===== src/rtl/muldiv_ctrl_pkg.sv =====
// Shared constants for the multiply/divide controller: op and state encodings,
// divider iteration count and the divide-by-zero LO value.
package muldiv_ctrl_pkg;

  localparam logic [1:0] MD_MULT  = 2'b00;
  localparam logic [1:0] MD_MULTU = 2'b01;
  localparam logic [1:0] MD_DIV   = 2'b10;
  localparam logic [1:0] MD_DIVU  = 2'b11;

  localparam logic [1:0] ST_IDLE = 2'b00;
  localparam logic [1:0] ST_MUL  = 2'b01;
  localparam logic [1:0] ST_DIV  = 2'b10;
  localparam logic [1:0] ST_DONE = 2'b11;

  localparam int unsigned DIV_ITERS   = 16;
  localparam int unsigned DIV_CNT_W   = 5;
  localparam logic [31:0] DIV_ZERO_LO = 32'hFFFF_FFFF;

  // Magnitude of a 32-bit operand; only negates when the op is signed.
  function automatic logic [31:0] mag32(input logic [31:0] x, input logic sgn);
    return (sgn && x[31]) ? (~x + 32'd1) : x;
  endfunction

endpackage


===== src/rtl/muldiv_ctrl_div_radix4_core.sv =====
// Unsigned radix-4 restoring divider: 16 iterations, 2 quotient bits each.
// Sign handling and flush abort belong to the controller.
module div_radix4_core
  import muldiv_ctrl_pkg::*;
(
  input  logic        clk,
  input  logic        rst,
  input  logic        start,
  input  logic [31:0] dividend,
  input  logic [31:0] divisor,
  output logic [31:0] quotient,
  output logic [31:0] remainder,
  output logic        done
);

  logic [33:0]          d1_q, d2_q, d3_q;
  logic [65:0]          shreg;
  logic [DIV_CNT_W-1:0] cnt;
  logic                 busy;
  logic [35:0]          part;
  logic [33:0]          diff;
  logic [1:0]           qb;

  // Partial remainder stays below the divisor, so the top two bits of part are
  // always zero; they are kept in the compare to use the full register.
  always_comb begin
    part = shreg[65:30];
    qb   = 2'd0;
    diff = part[33:0];
    if (part >= {2'b00, d3_q}) begin
      qb   = 2'd3;
      diff = part[33:0] - d3_q;
    end else if (part >= {2'b00, d2_q}) begin
      qb   = 2'd2;
      diff = part[33:0] - d2_q;
    end else if (part >= {2'b00, d1_q}) begin
      qb   = 2'd1;
      diff = part[33:0] - d1_q;
    end
  end

  always_ff @(posedge clk) begin
    if (rst) begin
      d1_q  <= '0;
      d2_q  <= '0;
      d3_q  <= '0;
      shreg <= '0;
      cnt   <= '0;
      busy  <= 1'b0;
    end else if (start) begin
      d1_q  <= {2'b00, divisor};
      d2_q  <= {1'b0, divisor, 1'b0};
      d3_q  <= {2'b00, divisor} + {1'b0, divisor, 1'b0};
      shreg <= {34'd0, dividend};
      cnt   <= DIV_CNT_W'(DIV_ITERS);
      busy  <= 1'b1;
    end else if (busy) begin
      if (cnt != '0) begin
        shreg <= {diff, shreg[29:0], qb};
        cnt   <= cnt - 1'b1;
      end else begin
        busy <= 1'b0;
      end
    end
  end

  assign quotient  = shreg[31:0];
  assign remainder = shreg[63:32];
  assign done      = busy && (cnt == '0);

endmodule


===== src/rtl/muldiv_ctrl.sv =====
// Multi-cycle MULT/MULTU/DIV/DIVU controller with pipeline stall and flush.
// Optional macro MULDIV_FAST_DIV_EN: skip iterations when |dividend| < |divisor|.
module muldiv_ctrl
  import muldiv_ctrl_pkg::*;
(
  input  logic        cpu_clk_50M,
  input  logic        cpu_rst,
  input  logic        req_valid,
  input  logic [1:0]  req_op,
  input  logic [31:0] req_src1,
  input  logic [31:0] req_src2,
  input  logic        flush,
  input  logic        hold,
  output logic        stallreq_o,
  output logic        res_valid,
  output logic [63:0] res_hilo,
  output logic        div_zero
);

  logic [1:0]  state;
  logic        sgn_q, dz_q, fast_q;
  logic [31:0] a_q, b_q;
  logic [63:0] res_q;

  logic        req_sgn, accept, fast_hit, core_start, core_done;
  logic [31:0] mag_a, mag_b, core_quo, core_rem, quo_fix, rem_fix;
  logic [63:0] mul_a, mul_b, prod;

  assign req_sgn = ~req_op[0];
  assign accept  = (state == ST_IDLE) && req_valid && !flush;
  assign mag_a   = mag32(req_src1, req_sgn);
  assign mag_b   = mag32(req_src2, req_sgn);

`ifdef MULDIV_FAST_DIV_EN
  assign fast_hit = (mag_a < mag_b);
`else
  assign fast_hit = 1'b0;
`endif

  assign core_start = accept && req_op[1] && (req_src2 != '0) && !fast_hit;

  div_radix4_core u_core (
    .clk       (cpu_clk_50M),
    .rst       (cpu_rst),
    .start     (core_start),
    .dividend  (mag_a),
    .divisor   (mag_b),
    .quotient  (core_quo),
    .remainder (core_rem),
    .done      (core_done)
  );

  // Low 64 bits of a 64x64 product of extended operands equal the 33x33 product.
  assign mul_a   = {{32{sgn_q & a_q[31]}}, a_q};
  assign mul_b   = {{32{sgn_q & b_q[31]}}, b_q};
  assign prod    = mul_a * mul_b;
  assign quo_fix = (sgn_q && (a_q[31] ^ b_q[31])) ? (~core_quo + 32'd1) : core_quo;
  assign rem_fix = (sgn_q && a_q[31]) ? (~core_rem + 32'd1) : core_rem;

  always_ff @(posedge cpu_clk_50M) begin
    if (cpu_rst) begin
      state  <= ST_IDLE;
      sgn_q  <= 1'b0;
      dz_q   <= 1'b0;
      fast_q <= 1'b0;
      a_q    <= '0;
      b_q    <= '0;
      res_q  <= '0;
    end else if (flush) begin
      state <= ST_IDLE;
      res_q <= '0;
      dz_q  <= 1'b0;
    end else begin
      case (state)
        ST_IDLE: if (req_valid) begin
          sgn_q  <= req_sgn;
          a_q    <= req_src1;
          b_q    <= req_src2;
          fast_q <= fast_hit;
          res_q  <= '0;
          dz_q   <= 1'b0;
          state  <= req_op[1] ? ST_DIV : ST_MUL;
        end
        ST_MUL: begin
          res_q <= prod;
          state <= ST_DONE;
        end
        ST_DIV: begin
          if (b_q == '0) begin
            res_q <= {a_q, DIV_ZERO_LO};
            dz_q  <= 1'b1;
            state <= ST_DONE;
          end else if (fast_q) begin
            res_q <= {a_q, 32'd0};
            state <= ST_DONE;
          end else if (core_done) begin
            res_q <= {rem_fix, quo_fix};
            state <= ST_DONE;
          end
        end
        default: if (!hold) state <= ST_IDLE;
      endcase
    end
  end

  assign stallreq_o = !cpu_rst && req_valid && (state != ST_DONE) && !flush;
  assign res_valid  = !cpu_rst && !flush && (state == ST_DONE);
  assign div_zero   = res_valid && dz_q;
  assign res_hilo   = (!cpu_rst && (state == ST_DONE)) ? res_q : '0;

endmodule


===== config.mk =====
export PLATFORM = sky130hd
export DESIGN_NAME = muldiv_ctrl
export DESIGN_NICKNAME = d
export VERILOG_FILES = /design/src/rtl/muldiv_ctrl_pkg.sv /design/src/rtl/muldiv_ctrl_div_radix4_core.sv /design/src/rtl/muldiv_ctrl.sv
export SDC_FILE = /design/constraint.sdc
export NUM_CORES = 2
export LEC_CHECK = 0
export CAP_MARGIN = 20
export CORE_ASPECT_RATIO = 0.7
export CORE_MARGIN = 5
export CORE_UTILIZATION = 45
export DETAILED_ROUTE_END_ITERATION = 10
export SKIP_CTS_REPAIR_TIMING = 1
export SYNTH_ARGS = -nofsm -noshare
export SYNTH_HDL_FRONTEND = slang
export SYNTH_SLANG_ARGS = --single-unit

===== constraint.sdc =====
create_clock -name cpu_clk_50M -period 23.3 [get_ports cpu_clk_50M]
set_input_delay 4.66 -clock cpu_clk_50M [delete_from_list [all_inputs] [get_ports cpu_clk_50M]]
set_output_delay 4.66 -clock cpu_clk_50M [all_outputs]
set_load 0.02 [all_outputs]

==> flow_summary.ini <==
[logic_synthesis]
synth-seq-cells = 269
synthTopCellsByArea = fa_1 (38%), dfxtp_1 (9.1%), inv_1 (7.9%)
postSynthCellCount = 7169
syn_avg_cell_area_sq_um = 8.26
synth_ff_type = dfxtp_1
synth_top_cell_area_share_pct = 38.2
yosysSeqAreaShare_pct = 9.10
yosys.area.top_type = fa_1
netlist_area_sq_um = 59200
synth_fp_nets = 8722
synthTopCellsByCount = inv_1 (1238), nand2_1 (1175), fa_1 (1129)
synth_edf_count = 0
synth.distinct_cells = 98
async_reset_ff_share_pct = 0
yosys.cell_count.top_type = inv_1
synth_warnings = 0

[routing]
num_vias = 50000
wl_per_cell_um = 23.8
drt_iter0_drc = 4859
drc = 0
drt-total-wl_um = 209000
ant_nets = 0
drt_first_pass_iters = 5
via_per_inst = 5.70

[grt]
overflow = 0
grt_pass1_wl_um = 319000
grt_pass1_vias = 50100
grt_max_degree = 93
grt_util_all_layers_pct = 30.0
antenna_found_initial = 8

[timing]
fmax_mhz = 85.6
setup_viol = 0
fin_crit_sh_pct = 50.2
setup_slack_ps = 11610
worstMarginPinSlew_ps = 1170
rsz0062_at_grt = no
clock_skew_ps = 21.2
final.setup.tns_ps = 0
hold_viol_final = 0
fin_crit_ps = 11690
relSlewSlack_pct = 21.4
slew_viol_final = 0

[final_layout]
area_delta_synth_final_pct = 6.01
final_core_util_pct = 48.0
nNetsFinal = 8546
drive_above_1_share_pct = 2.98
fin_area_sq_um = 62700

[cts]
clk_path_buf_depth = 3
clk_pin_slew_ps = 70
cts_tree = done
cts_buffers = 27
cts_num_sinks = 269
root_buffer = clkbuf_16
h-tree-depth = 1
clock_latency_ps = 620

[worst_setup_path]
crit_buf_inv = 3
crit_arrival_ps = 7030
crit_start = cpu_rst
crit_chain = buf_6, nor2b_4, buf_4, and2_1, clkdlybuf4s50_1
slowest_delay_ps = 660
start_kind = input port
regToRegStartpoint = sgn_q
slowest_stage = clkdlybuf4s50_1
critPathRequiredTime_ps = 18640
worstPathMaxFanout = 79
crit_family = buffers and inverters
end_kind = output pin
worstSetupPathType = in -> out

[flow_run]
max_cap_viol_count = 0

[place]
globalplace.congestion = 1.03
io_buffers = 137
pre_cts_ws_ps = 11650
dp_hpwl_um = 160000
placed_cell_area_sq_um = 61800

[run_status]
status = complete, no violations

[die]
dieArea_sq_um = 139000
rows = 111
core_sq_um = 131000
ios = 138
start_util_pct = 45.2
die_w_um = 443
dieHeight_um = 313

[pwr]
vdd_ir_drop_max_mv = 0.0565
p_per_area_nw_per_um2 = 31.2
p_total_mw = 1.96
leakage_nw = 29.0

[min_path]
min_path_type = reg -> reg
worstHoldStart = u_core.d3_q[16]
per-stage QoR:
step	std cells	hold slack (ps)
floorplan	7169	417
global placement	8715	441
detailed placement	8715	445
CTS	8764	455
global route	8764	472
finish	8772	452
worst min-delay path: stages, from the launching register on:
cell and delay, ps:
dfxtp_1 310, nand2_1 50, a21oi_1 50
cells by family (layout without fill, tap and decap cells):
logic type | Yosys count | after routing | synth area share [%]
flops | 269 | 269 | 9.10
fa+ha+maj | 1482 | 1482 | 45.6
simple gates | 2252 | 2252 | 17.5
xor+xnor | 299 | 299 | 4.42
mux | 12 | 12 | 0.203
compound gates | 1169 | 1169 | 12.2
buf+inv | 1686 | 1530 | 10.9
other cells | 0 | 8 | 0
final timing paths:
| kind | endpoint | slack (ps) | cells past startpoint |
|---|---|---|---|
| setup / recovery | res_hilo[46] | 11610 | 5 |
| hold / removal | u_core.d3_q[16] | 450 | 2 |
| setup reg to reg | res_q[61] | 12440 | 27 |
| hold reg to reg | u_core.d3_q[16] | 450 | 2 |
flip-flops by register name (all words and copies together) (netlist names):
name,count
u_core.busy,1
u_core.shreg,66
res_q,64
sgn_q,1
u_core.cnt,5
b_q,32
state,2
dz_q,1
u_core.d1_q,31
u_core.d3_q,34
a_q,32
metal layers:
metal / wire length, um / GRT usage, % / part of all wire, % / vias up
li1: - / - / - / 21900
met1: 93500 / 45.4 / 45 / 25300
met2: 85100 / 42.5 / 41 / 2516
met3: 24100 / 8.29 / 12 / 321
met4: 5970 / 7.07 / 2.9 / 2
met5: 13 / 0 / 0.0062 / -
where the power goes:
| group | internal, mW | leakage, nW | switching [mW] |
|---|---|---|---|
| logic | 0.318 | 26.4 | 0.666 |
| registers | 0.477 | 2.18 | 0.0154 |
| clock network | 0.258 | 0.439 | 0.221 |
| total | 1.05 | 29.0 | 0.903 |
final cells by class:
type	count	area [sq um]
fill	12900	68100
clock inverter	13	135
tap	1751	2190
clock buffer	36	779
antenna	8	20.0
timing repair buffer	243	2170
inverter	1238	4650
multi-input combinational	5214	47400
sequential	269	5390
cell usage in the layout (no fill, tap or decap), drive strengths merged, types with 38 or more instances in the layout:
cell and instances:
inv 1239, nand2 1177, fa 1129, and2 424, a21oi 422, ha 353, nor2 322, dfxtp 269
o21ai 257, xnor2 172, clkdlybuf4s50 136, xor2 127, buf 107, a21o 103, a211oi 69, nor3 41
nand3 40, and3 39, a31oi 38
(Power assumes the default switching activity.)
